--- config.mk ---
export PLATFORM = sky130hd
export DESIGN_NAME = threshold_ctrl
export DESIGN_NICKNAME = d
export VERILOG_FILES = /design/src/rtl/threshold_ctrl.sv
export SDC_FILE = /design/constraint.sdc
export NUM_CORES = 1
export LEC_CHECK = 0
export BUFFER_PORTS_ARGS = -buffer_cell sky130_fd_sc_hd__buf_2
export CORE_MARGIN = 1
export CORE_UTILIZATION = 40
export DETAILED_ROUTE_END_ITERATION = 16
export PLACE_DENSITY = 0.62
export SKIP_LAST_GASP = 1
export SYNTH_ARGS = -nofsm -noshare
export SYNTH_HDL_FRONTEND = slang
export SYNTH_SLANG_ARGS = --single-unit
--- constraint.sdc ---
create_clock -name clk -period 5.3 [get_ports clk]
set_input_delay 0.265 -clock clk [delete_from_list [all_inputs] [get_ports clk]]
set_output_delay 0.265 -clock clk [all_outputs]
set_load 0.02 [all_outputs]
--- src/rtl/threshold_ctrl.sv ---
// threshold_ctrl: per-frame mean luminance and binarizer thresholds.
// Accumulate over a frame, divide at vsync rise, update thresholds.
module threshold_ctrl #(
  parameter int SUM_W = 27,
  parameter int CNT_W = 19
) (
  input  logic       clk,
  input  logic       rst_n,
  input  logic       ycbcr_vsync,
  input  logic       ycbcr_de,
  input  logic [7:0] luminance,
  input  logic       cfg_wr,
  input  logic [1:0] cfg_addr,
  input  logic [7:0] cfg_wdata,
  output logic [7:0] my_threshold_up,
  output logic [7:0] my_threshold_down,
  output logic [7:0] frame_mean,
  output logic       mean_valid,
  output logic       busy
);

  localparam int STEP_W = $clog2(SUM_W + 1);
  localparam logic [STEP_W-1:0] LAST = STEP_W'(SUM_W - 1);

  typedef enum logic [1:0] {
    IDLE   = 2'd0,
    DIVIDE = 2'd1,
    UPDATE = 2'd2
  } state_t;

  state_t state;

  logic             vsync_q;
  logic             frame_end;
  logic             accept;

  logic [SUM_W-1:0] sum;
  logic [CNT_W-1:0] cnt;
  logic [SUM_W:0]   sum_add;
  logic [SUM_W-1:0] sum_inc;
  logic [CNT_W-1:0] cnt_inc;

  logic [7:0]       man_up;
  logic [7:0]       man_down;
  logic [7:0]       margin;
  logic             mode;
  logic [7:0]       sh_up;
  logic [7:0]       sh_down;
  logic [7:0]       sh_margin;
  logic             sh_mode;

  logic [SUM_W-1:0] dvd;
  logic [CNT_W-1:0] dvs;
  logic [CNT_W-1:0] rem;
  logic [STEP_W-1:0] step;
  logic             empty;

  logic [CNT_W:0]   rem_sh;
  logic             ge;
  logic [CNT_W-1:0] diff;
  logic [CNT_W-1:0] rem_nx;

  logic [7:0]       q8;
  logic [7:0]       mean_src;
  logic [8:0]       up9;
  logic [7:0]       up_nx;
  logic [7:0]       down_nx;

  assign frame_end = ycbcr_vsync & ~vsync_q;
  assign accept    = frame_end & (state == IDLE);

  assign sum_add = {1'b0, sum} + {{(SUM_W - 7){1'b0}}, luminance};
  assign sum_inc = sum_add[SUM_W] ? '1 : sum_add[SUM_W-1:0];
  assign cnt_inc = (&cnt) ? cnt : cnt + CNT_W'(1);

  // One restoring-division step; dvd shifts out dividend, shifts in quotient
  always_comb begin
    rem_sh = {rem, dvd[SUM_W-1]};
    ge     = (rem_sh >= {1'b0, dvs});
    diff   = rem_sh[CNT_W-1:0] - dvs;
    rem_nx = ge ? diff : rem_sh[CNT_W-1:0];
  end

  // Saturated mean and the thresholds it implies
  always_comb begin
    q8       = (|dvd[SUM_W-1:8]) ? 8'hff : dvd[7:0];
    mean_src = empty ? frame_mean : q8;
    up9      = {1'b0, mean_src} + {1'b0, sh_margin};
    up_nx    = sh_up;
    down_nx  = sh_down;
    if (sh_mode) begin
      up_nx   = up9[8] ? 8'hff : up9[7:0];
      down_nx = (mean_src >= sh_margin) ? mean_src - sh_margin : 8'd0;
    end
  end

  // Vsync edge history
  always_ff @(posedge clk or negedge rst_n) begin
    if (!rst_n) vsync_q <= 1'b0;
    else        vsync_q <= ycbcr_vsync;
  end

  // Pixel accumulators; a frame end restarts them with the current pixel
  always_ff @(posedge clk or negedge rst_n) begin
    if (!rst_n) begin
      sum <= '0;
      cnt <= '0;
    end else if (frame_end) begin
      sum <= ycbcr_de ? {{(SUM_W - 8){1'b0}}, luminance} : '0;
      cnt <= ycbcr_de ? CNT_W'(1) : '0;
    end else if (ycbcr_de) begin
      sum <= sum_inc;
      cnt <= cnt_inc;
    end
  end

  // Live config registers and their frame-end shadows
  always_ff @(posedge clk or negedge rst_n) begin
    if (!rst_n) begin
      man_up    <= 8'd255;
      man_down  <= 8'd128;
      margin    <= 8'd40;
      mode      <= 1'b0;
      sh_up     <= 8'd255;
      sh_down   <= 8'd128;
      sh_margin <= 8'd40;
      sh_mode   <= 1'b0;
    end else begin
      if (cfg_wr) begin
        unique case (cfg_addr)
          2'd0: man_up   <= cfg_wdata;
          2'd1: man_down <= cfg_wdata;
          2'd2: margin   <= cfg_wdata;
          2'd3: mode     <= cfg_wdata[0];
        endcase
      end
      if (accept) begin
        sh_up     <= (cfg_wr && cfg_addr == 2'd0) ? cfg_wdata : man_up;
        sh_down   <= (cfg_wr && cfg_addr == 2'd1) ? cfg_wdata : man_down;
        sh_margin <= (cfg_wr && cfg_addr == 2'd2) ? cfg_wdata : margin;
        sh_mode   <= (cfg_wr && cfg_addr == 2'd3) ? cfg_wdata[0] : mode;
      end
    end
  end

  // Control FSM with divider datapath and registered outputs
  always_ff @(posedge clk or negedge rst_n) begin
    if (!rst_n) begin
      state             <= IDLE;
      busy              <= 1'b0;
      mean_valid        <= 1'b0;
      frame_mean        <= 8'd0;
      my_threshold_up   <= 8'd255;
      my_threshold_down <= 8'd128;
      dvd               <= '0;
      dvs               <= '0;
      rem               <= '0;
      step              <= '0;
      empty             <= 1'b0;
    end else begin
      mean_valid <= 1'b0;
      unique case (state)
        IDLE: begin
          if (frame_end) begin
            dvd   <= sum;
            dvs   <= cnt;
            rem   <= '0;
            step  <= '0;
            empty <= (cnt == '0);
            busy  <= 1'b1;
            state <= (cnt == '0) ? UPDATE : DIVIDE;
          end
        end
        DIVIDE: begin
          dvd  <= {dvd[SUM_W-2:0], ge};
          rem  <= rem_nx;
          step <= step + STEP_W'(1);
          if (step == LAST) state <= UPDATE;
        end
        UPDATE: begin
          if (!empty) begin
            frame_mean <= q8;
            mean_valid <= 1'b1;
          end
          my_threshold_up   <= up_nx;
          my_threshold_down <= down_nx;
          busy              <= 1'b0;
          state             <= IDLE;
        end
        default: begin
          busy  <= 1'b0;
          state <= IDLE;
        end
      endcase
    end
  end

endmodule

==> impl_metrics.tcl <==
set metrics [dict create \
    period_needed_ns 4.320 \
    diodes 0 \
    hold_class "in2reg" \
    root_buffer "clkbuf_16" \
    p_int_mw 4.049 \
    combPwrFrac 0.502 \
    vias 8845 \
    holdPathStages 2 \
    syn_inst 1182 \
    yosys-top-cells-area "dfrtp_1 38%, dfstp_2 7.5%, nand2_1 6.5%" \
    nNetsFinal 1278 \
    tritoncts "built" \
    timing.max_cap.violations 0 \
    max_clock_freq_ghz 0.2315 \
    clock_pin_slew_worst_setup_and_hold_paths_ns 0.08 \
    gr_overflow_total 0 \
    core_um2 26350 \
    worst-path-max-fanout 15 \
    grt_first_pass_wirelength_mm 44.76 \
    finalHoldViolations 0 \
    area_delta_synth_final_pct 10.01 \
    cts.path.max_buffers 2 \
    cts_inserted_buffers 17 \
    maxSlewViolCount 0 \
    die-height_um 166.8 \
    timing_worst_setup_path_type "reg2reg" \
    worstSkewPairLatency_ns 0.44 \
    postRouteAntennaNets 0 \
    cts_htree_levels 4 \
    die-width_um 166.8 \
    skew_ns 0.01421 \
    synth_fp_nets 1255 \
    power-per-cell-area_nw_per_um2 608.0 \
    setup_ws_ns 0.9798 \
    hpwlAfterDp_mm 18.60 \
    io_buffer_count 48 \
    clkSinkCount 196 \
    cp.arrival_ns 4.67 \
    power.share.clock 0.170 \
    number_of_enable_flip_flop_cells_after_synthesis 0 \
    timing.final.crit_share 0.8151 \
    synth_most_common_cell "nand2_1" \
    first_global_vias 8486 \
    first_iter_violations 669 \
    grt_antenna_before_repair 0 \
    worst_setup_path_start_kind "flop" \
    netSwitchingFraction 0.4425 \
    postSynth.asyncResetShare 1.000 \
    firstDrtPassIters 5 \
    r2r.worst_path.cells 12 \
    finalWeightedCongestion 0.8595 \
    synth_area_um2 10860 \
    outcome "finished, final reports clean" \
    power.ir.vdd_worst_mv 0.2908 \
    floorplan.rows 59 \
    postSynthAreaPerCell_um2 9.188 \
    grt_max_degree 98 \
    nFillCells 2566 \
    pre_cts_ws_ns 1.102 \
    setup_viol_count_final 0 \
    critical_path_required_ns 5.65 \
    dieArea_um2 27810 \
    post_synth_num_cell_types 75 \
    initial_core_utilization 0.4121 \
    tns_ns 0 \
    routed_wl_mm 26.63 \
    postCtsSetupRepairBufs 0 \
    synth_top_cell_area_share 0.3802 \
    drive_above_1_share 0.1371 \
    pin_count 49 \
    global_route.usage.total 0.1995 \
    synthesis_warning_total 0 \
    switchingPower_mw 3.215 \
    post_drt_wl_per_cell_um 17.15 \
    p_leak_nw 5.323 \
    rsz_0062_raised_after_global_routing "no" \
    seqPwrFrac 0.328 \
    route.detailed.drc 0 \
    yosysSeqAreaShare 0.4552 \
    synth_area_leader_cell "dfrtp_1" \
    synth_ff_type "dfrtp_1" \
    worst_slew_pin_slew_ns 0.9397 \
    worst_setup_path_end_kind "flop" \
    maxSlewHeadroom 0.3736 \
    number_of_synthesized_register_bits 196 \
    cts_repair_resize_count 0 \
    detail_routed_via_count_per_cell 5.695 \
    most_frequent_cells_after_synthesis "188 x nand2_1, 165 x dfrtp_1, 93 x o21ai_0, 75 x nor2_1, 62 x inv_1" \
]
sequential cells by signal (all words and copies together) (netlist names), 19 cells and up:
signal	flops
cnt	19
dvd	27
dvs	19
rem	19
sum	27
critical path, cell delays in order (launching register included):
cell and delay, ns:
dfrtp_1 0.40, or4_1 0.53, or3_2 0.64, nor3_1 0.18
a21oi_1 0.09, ha_1 0.48, o21bai_1 0.10, a21oi_1 0.23
o21ai_0 0.15, a2111oi_0 0.80, nor2_1 0.29, nor3_1 0.24
o21ai_0 0.11
kinds of logic after synthesis:
group,share of synthesized area
DFF,0.4552
adders and majority gates,0.06037
and+or+nand+nor,0.1922
xor gates and xnor gates,0.02581
AOI/OAI and AO/OA,0.1919
muxes,0.02972
buffers and inverters,0.04481
per-layer routing:
metal  wire (µm)  global-route usage  up-vias
met4         289             0.03543        0
li1            -                   -     4301
met1       13040              0.2854     4344
met2       12340              0.3179      184
met3         960             0.03636       16
met5           0                   0        -
path summary, 6_finish.rpt:
check	startpoint	endpoint	slack [ns]
max	dvd[12]$_DFFE_PN0P_	my_threshold_up[5]$_DFFE_PN1N_	0.98
min	cfg_wdata[6]	man_down[6]$_DFFE_PN0P_	0.11
max reg2reg	dvd[12]$_DFFE_PN0P_	my_threshold_up[5]$_DFFE_PN1N_	0.98
min reg2reg	sh_up[5]$_DFFE_PN1P_	sh_up[5]$_DFFE_PN1P_	0.46
max in group asynchronous	rst_n	cnt[12]$_DFFE_PN0P_	3.60
min in group asynchronous	rst_n	mode$_DFFE_PN0P_	0.46
power groups by stage:
stage	clock network [mW]	registers [mW]	logic, mW
4_1_cts	1.26	2.38	3.65
6_report	1.23	2.38	3.65
3_3_place_gp	0	2.39	3.59
3_5_place_dp	0	2.40	3.62
5_1_grt	1.33	2.45	4.09
2_1_floorplan	0	2.37	2.72
timing repair:
item,in CTS,in global routing
endpoints found under the hold margin,63,0
hold buffers,2,0
setup endpoints to repair,0,0
stage by stage:
stage	utilization	total power, mW	cell area (µm²)	std cells	hold slack, ns
finish	0.4534	7.264	11950	1553	0.1128
global placement	0.4315	5.978	11370	1519	0.3894
detailed placement	0.4315	6.024	11370	1519	0.3843
floorplan	-	5.086	10860	1182	-0.03059
global route	0.4534	7.858	11950	1553	0.1121
CTS	0.4534	7.283	11950	1553	0.09829
layout make-up:
cell class | count | area [µm²] | share of cell area
inverter | 63 | 236.5 | 0.01979
clock buffer | 18 | 439.2 | 0.03676
clock inverter | 14 | 117.6 | 0.009844
multi-input combinational | 867 | 5448 | 0.4560
sequential | 196 | 4943 | 0.4138
tap | 335 | 419.2 | 0.03508
timing repair buffer | 60 | 344.1 | 0.02880
cell usage in the layout, fill, tap and decap left out, drive strengths merged, types with 8 or more instances in the layout:
master   synthesis  layout
a2111oi          8       8
a211oi          16      16
a21o            11      11
a21oi           47      47
a22oi           28      28
a31oi           11      11
a41oi           10      10
and3            25      25
buf              8      57
clkbuf          47      19
dfrtp          165     165
dfstp           31      31
ha              46      46
inv             62      68
mux2            26      26
nand2          189     189
nand2b          16      16
nand3           37      37
nand4           18      18
nor2            75      75
nor2b            8       8
nor3            38      38
nor4             8       8
o211ai          12      12
o21a            10      10
o21ai           96      96
o22ai            8       8
xnor2           14      14
xor2            18      18
(Power assumes the default switching activity.)
